[config.mk]
export PLATFORM = sky130hd
export DESIGN_NAME = inv_round_key_mix_flat
export DESIGN_NICKNAME = d
export VERILOG_FILES = /design/src/rtl/inv_round_key_mix_if.sv /design/src/rtl/inv_round_key_mix.sv /design/src/flat_wrapper.sv
export SDC_FILE = /design/constraint.sdc
export NUM_CORES = 1
export LEC_CHECK = 0
export ABC_AREA = 1
export ABC_CLOCK_PERIOD_IN_PS = 4900
export CAP_MARGIN = 20
export CORE_MARGIN = 5
export CORE_UTILIZATION = 58
export DETAILED_ROUTE_END_ITERATION = 16
export DONT_BUFFER_PORTS = 1
export PLACE_DENSITY_LB_ADDON = 0.2
export SYNTH_ARGS = -nofsm -noshare
export SYNTH_HDL_FRONTEND = slang
export SYNTH_SLANG_ARGS = --single-unit
[constraint.sdc]
create_clock -name clk -period 4.9 [get_ports clk]
set_clock_uncertainty 0.15 [all_clocks]
set_input_delay 0.735 -clock clk [delete_from_list [all_inputs] [get_ports clk]]
set_output_delay 0.735 -clock clk [all_outputs]
set_load 0.02 [all_outputs]
[src/rtl/inv_round_key_mix_if.sv]
// Handshake bundle for the decryption-round back end: upstream state/key/skip and downstream result.
// master drives the request side and out_ready; slave is the transform block.
interface inv_round_key_mix_if;
  logic         in_valid;
  logic         in_ready;
  logic [127:0] state_in;
  logic [127:0] round_key;
  logic         skip_mix;
  logic         out_valid;
  logic         out_ready;
  logic [127:0] state_out;
  logic         busy;

  modport master (
    output in_valid, state_in, round_key, skip_mix, out_ready,
    input  in_ready, out_valid, state_out, busy
  );

  modport slave (
    input  in_valid, state_in, round_key, skip_mix, out_ready,
    output in_ready, out_valid, state_out, busy
  );
endinterface

[src/rtl/inv_round_key_mix.sv]
// AddRoundKey then InvMixColumns, COLS_PER_CYCLE columns per edge; result after 4/COLS_PER_CYCLE+1 edges (1 with skip_mix).
// Result holds in DONE until out_ready; new input is accepted only in IDLE, the cycle after the output handshake.
module inv_round_key_mix #(
  parameter int COLS_PER_CYCLE = 1
) (
  input  logic                clk,
  input  logic                rst,
  inv_round_key_mix_if.slave  bus
);

  if (!(COLS_PER_CYCLE == 1 || COLS_PER_CYCLE == 2 || COLS_PER_CYCLE == 4)) begin : g_bad_cpc
    $error("inv_round_key_mix: COLS_PER_CYCLE must be 1, 2 or 4");
  end

  localparam logic [1:0] S_IDLE = 2'd0;
  localparam logic [1:0] S_BUSY = 2'd1;
  localparam logic [1:0] S_DONE = 2'd2;
  localparam logic [2:0] STEP   = 3'(COLS_PER_CYCLE);

  logic [1:0]   r_state;
  logic [1:0]   r_col;
  logic [127:0] r_work;

  logic [31:0]  w_mixed [4];
  logic [127:0] w_next_work;
  logic [2:0]   w_col_next;
  logic         w_last;

  function automatic logic [7:0] xt(input logic [7:0] a);
    return {a[6:0], 1'b0} ^ (a[7] ? 8'h1b : 8'h00);
  endfunction

  function automatic logic [7:0] mul9(input logic [7:0] a);
    return xt(xt(xt(a))) ^ a;
  endfunction

  function automatic logic [7:0] mulb(input logic [7:0] a);
    return xt(xt(xt(a))) ^ xt(a) ^ a;
  endfunction

  function automatic logic [7:0] muld(input logic [7:0] a);
    return xt(xt(xt(a))) ^ xt(xt(a)) ^ a;
  endfunction

  function automatic logic [7:0] mule(input logic [7:0] a);
    return xt(xt(xt(a))) ^ xt(xt(a)) ^ xt(a);
  endfunction

  // Column bytes are a0 (top, bits 31:24) .. a3; circulant 0e 0b 0d 09.
  function automatic logic [31:0] inv_mix_col(input logic [31:0] col);
    logic [7:0] a0, a1, a2, a3;
    a0 = col[31:24];
    a1 = col[23:16];
    a2 = col[15:8];
    a3 = col[7:0];
    return {mule(a0) ^ mulb(a1) ^ muld(a2) ^ mul9(a3),
            mul9(a0) ^ mule(a1) ^ mulb(a2) ^ muld(a3),
            muld(a0) ^ mul9(a1) ^ mule(a2) ^ mulb(a3),
            mulb(a0) ^ muld(a1) ^ mul9(a2) ^ mule(a3)};
  endfunction

  for (genvar c = 0; c < 4; c++) begin : g_mix
    assign w_mixed[c] = inv_mix_col(r_work[127-32*c -: 32]);
  end

  assign w_col_next = {1'b0, r_col} + STEP;
  assign w_last     = (w_col_next == 3'd4);

  // Only the columns in the current window are replaced; the rest pass through.
  always_comb begin
    w_next_work = r_work;
    for (int c = 0; c < 4; c++) begin
      if (c >= int'(r_col) && c < int'(r_col) + COLS_PER_CYCLE) begin
        w_next_work[127-32*c -: 32] = w_mixed[c];
      end
    end
  end

  always_ff @(posedge clk) begin
    if (rst) begin
      r_state <= S_IDLE;
      r_col   <= 2'd0;
      r_work  <= 128'd0;
    end else begin
      case (r_state)
        S_IDLE: begin
          if (bus.in_valid) begin
            r_work  <= bus.state_in ^ bus.round_key;
            r_col   <= 2'd0;
            r_state <= bus.skip_mix ? S_DONE : S_BUSY;
          end
        end
        S_BUSY: begin
          r_work <= w_next_work;
          if (w_last) begin
            r_col   <= 2'd0;
            r_state <= S_DONE;
          end else begin
            r_col   <= w_col_next[1:0];
          end
        end
        S_DONE: begin
          if (bus.out_ready) begin
            r_state <= S_IDLE;
          end
        end
        default: r_state <= S_IDLE;
      endcase
    end
  end

  assign bus.in_ready  = (r_state == S_IDLE) && !rst;
  assign bus.out_valid = (r_state == S_DONE);
  assign bus.state_out = r_work;
  assign bus.busy      = (r_state == S_BUSY) || (r_state == S_DONE);

endmodule
[src/flat_wrapper.sv]
// flat-port wrapper written by rule: the top's interface ports become plain ports
module inv_round_key_mix_flat 
#(
  parameter int COLS_PER_CYCLE = 1
)
  (clk, rst, bus_in_valid, bus_state_in, bus_round_key, bus_skip_mix, bus_out_ready, bus_in_ready, bus_out_valid, bus_state_out, bus_busy);
  inv_round_key_mix_if bus_i ();
  input  logic clk;
  input  logic rst;
  input wire logic [$bits(bus_i.in_valid)-1:0] bus_in_valid;
  input wire logic [$bits(bus_i.state_in)-1:0] bus_state_in;
  input wire logic [$bits(bus_i.round_key)-1:0] bus_round_key;
  input wire logic [$bits(bus_i.skip_mix)-1:0] bus_skip_mix;
  input wire logic [$bits(bus_i.out_ready)-1:0] bus_out_ready;
  output wire logic [$bits(bus_i.in_ready)-1:0] bus_in_ready;
  output wire logic [$bits(bus_i.out_valid)-1:0] bus_out_valid;
  output wire logic [$bits(bus_i.state_out)-1:0] bus_state_out;
  output wire logic [$bits(bus_i.busy)-1:0] bus_busy;
  assign bus_i.in_valid = bus_in_valid;
  assign bus_i.state_in = bus_state_in;
  assign bus_i.round_key = bus_round_key;
  assign bus_i.skip_mix = bus_skip_mix;
  assign bus_i.out_ready = bus_out_ready;
  assign bus_in_ready = bus_i.in_ready;
  assign bus_out_valid = bus_i.out_valid;
  assign bus_state_out = bus_i.state_out;
  assign bus_busy = bus_i.busy;
  inv_round_key_mix #(.COLS_PER_CYCLE(COLS_PER_CYCLE)) u_core (.clk(clk), .rst(rst), .bus(bus_i));
endmodule
==> impl_metrics.py <==
metrics = {
    "run_status": {
        "status": "finished clean",
    },
    "critical_path": {
        "regToRegSetupSlack_ns": 2.09,
        "crit_type": "flop to flop",
        "crit_required_ns": 5.16,
        "crit_chain": "inv_1 > ha_4 > inv_6 > o21ai_4 > inv_1 > o21ai_0 > a21o_1 > a21oi_1",
        "critical_path.endpoint_type": "flop",
        "r2r_cells": 8,
        "arrival_ns": 3.07,
        "worstPathMaxFanout": 98,
        "crit_top_cell": "inv_1",
        "slowest_delay_ns": 0.56,
        "rr_startpoint": "u_core.r_state[1]",
        "crit_slowest_cell": "inv_6",
        "cp.buffers_inverters": 3,
        "crit_family": "buffers and inverters",
        "regToRegEndpoint": "u_core.bus.state_out[0]",
        "crit_path_start_kind": "flop",
    },
    "clock_network": {
        "cts_root_buf": "clkbuf_16",
        "hold_buffers": 0,
        "numCtsBuffers": 17,
        "post_cts_buffers": 0,
        "cts_buffer_depth": 2,
        "clk_latency_ns": 0.48,
        "htreeDepth": 4,
        "cts-resized-gates": 0,
        "path_clk_slew_ns": 0.07,
        "cts_tree": "built",
        "cts.sinks": 132,
    },
    "synth": {
        "async_reset_ff_frac": 0,
        "ys_seq_elements": 132,
        "synth_cells": 3454,
        "syn_avg_cell_area_um2": 6.05,
        "synth_seq_area_share": 0.126,
        "synth.largest_area_cell": "nand2_1",
        "synth_nets": 3723,
        "yosys-top-cells-area": "nand2_1 (22%), xor2_1 (18%), dfxtp_1 (13%), xnor2_1 (11%), a21oi_1 (6.6%)",
        "syn_area_um2": 20900,
        "synth_edf_count": 0,
        "synth_top_area_frac": 0.224,
        "yosys_warnings": 0,
        "ys.flop_type": "dfxtp_1",
        "synthDistinctLibCells": 36,
    },
    "global_routing": {
        "grt_overflow": 0,
        "grt_max_degree": 99,
        "grt_pass1_vias": 20005,
        "gr-usage-all-layers": 0.359,
        "antenna_found_initial": 0,
        "grt_pass1_wl_mm": 112,
    },
    "die": {
        "ios": 392,
        "core_um2": 35600,
        "start_util": 0.588,
        "die-area_um2": 39900,
        "die_y_um": 200,
        "num_rows": 69,
        "fp.dieW_um": 200,
    },
    "sta": {
        "setup_viol": 0,
        "slew_headroom": 0.335,
        "slew_viol_final": 0,
        "fmax_ghz": 0.356,
        "period_share": 0.573,
        "fin_tns_setup_ns": 0,
        "rsz0062_at_grt": "false",
        "tightest_slew_ns": 0.997,
        "fin_crit_ns": 2.81,
        "hold_viol_final": 0,
    },
    "finish": {
        "post-route-util": 0.605,
        "final_nets": 3614,
        "drive_gt1_frac": 0.0700,
        "syn2layout_area_growth_pct": 2.90,
        "diodes": 0,
    },
    "min_path": {
        "min_to": "u_core.bus.state_out[29]",
        "hold_class": "input port to flop",
        "hold_start": "rst",
        "hold_depth": 1,
    },
    "routing": {
        "vias": 21490,
        "wl_mm": 74.6,
        "firstDrtPassIters": 6,
        "drt_first_iter_violations": 1583,
        "drc_errors": 0,
        "via_per_inst": 5.63,
        "wire_per_inst_um": 19.5,
        "ant_nets": 0,
    },
    "placement": {
        "globalplace.congestion": 1.04,
        "hpwlAfterDp_mm": 57.8,
        "io_buffers": 0,
    },
    "flow_run": {
        "max_cap_violations": 0,
    },
}
## metal layers
layer | track usage | vias up | share of wire
met5 | 0 | - | 0
met4 | 0.171 | 0 | 0.047
met3 | 0.0693 | 207 | 0.087
met2 | 0.586 | 1010 | 0.46
met1 | 0.459 | 9786 | 0.41
li1 | - | 10487 | -
## metrics by stage
stage	setup slack (ns)	cell area [µm²]	hold WS (ns)	cells
3_5_place_dp	2.18	20800	0.367	3787
6_report	2.09	21500	0.186	3819
4_1_cts	2.14	21500	0.170	3819
5_1_grt	1.91	21500	0.180	3819
3_3_place_gp	2.20	20800	0.351	3786
2_1_floorplan	2.79	20900	0.329	3454
## synthesized netlist by cell type, types with 18 or more instances
cell / n
xor2_2: 22
o21ai_0: 135
inv_2: 36
nand2_4: 18
xor2_1: 434
clkbuf_1: 51
xnor2_1: 251
buf_4: 32
nor2_1: 88
buf_6: 19
nand3_1: 233
a21oi_1: 276
buf_2: 31
inv_1: 269
dfxtp_1: 132
nand2_1: 1245
nand2_2: 58
## worst max path at each step
stage / to / startpoint / depth (start not counted)
after floorplan: bus_in_ready / rst / 2
after global placement: u_core.bus.state_out[0] / u_core.r_state[1] / 8
after detailed placement: u_core.bus.state_out[98] / u_core.r_state[1] / 8
after CTS: u_core.bus.state_out[98] / u_core.r_state[1] / 8
after global routing: u_core.bus.state_out[98] / u_core.r_state[1] / 8
final: u_core.bus.state_out[0] / u_core.r_state[1] / 8
## placed cells by master (no fill, tap or decap), types with 6 or more instances in the layout
cell,synthesis,final
bufinv_16,0,6
inv_4,11,11
inv_1,269,267
a21oi_1,276,276
or2_1,14,14
nand2_2,58,58
inv_2,36,37
xnor2_1,251,251
nand4_1,12,12
ha_1,8,7
nand2_1,1245,1245
xor2_1,434,434
clkbuf_16,0,17
nor2_1,88,88
xnor2_2,12,12
xor2_4,6,6
nand3_1,233,233
dfxtp_1,132,132
xor2_2,22,22
or2_2,8,8
o21ai_0,135,134
buf_4,32,12
nand3b_1,17,17
nand2_4,18,18
## cell families (layout without fill, tap and decap cells)
kind of cell             Yosys count  in the layout  share of synthesized area
AND/OR/NAND/NOR                 1696           1696                      0.340
XOR/XNOR                         728            728                      0.325
buffers and inverters            459            363                     0.0985
AO/OA/AOI/OAI                    431            431                      0.105
flip-flops                       132            132                      0.126
adder cells (fa/ha/maj)            8              8                    0.00479
## cell type report
cell class	count	area, µm²
well taps	461	577
fillers	3491	14100
clock inverters	12	223
flip-flops and latches	132	2640
inverters	318	1230
repair buffers	13	110
clock buffers	20	467
multi-input cells	2863	16300
## flip-flops by register name, indices dropped and copies added, names as in the netlist
name                  cells
u_core.bus.state_out    128
u_core.r_col              2
u_core.r_state            2
Power is not shown: default switching activity piles up to over one toggle a cycle in this logic, so the estimate is an artifact.
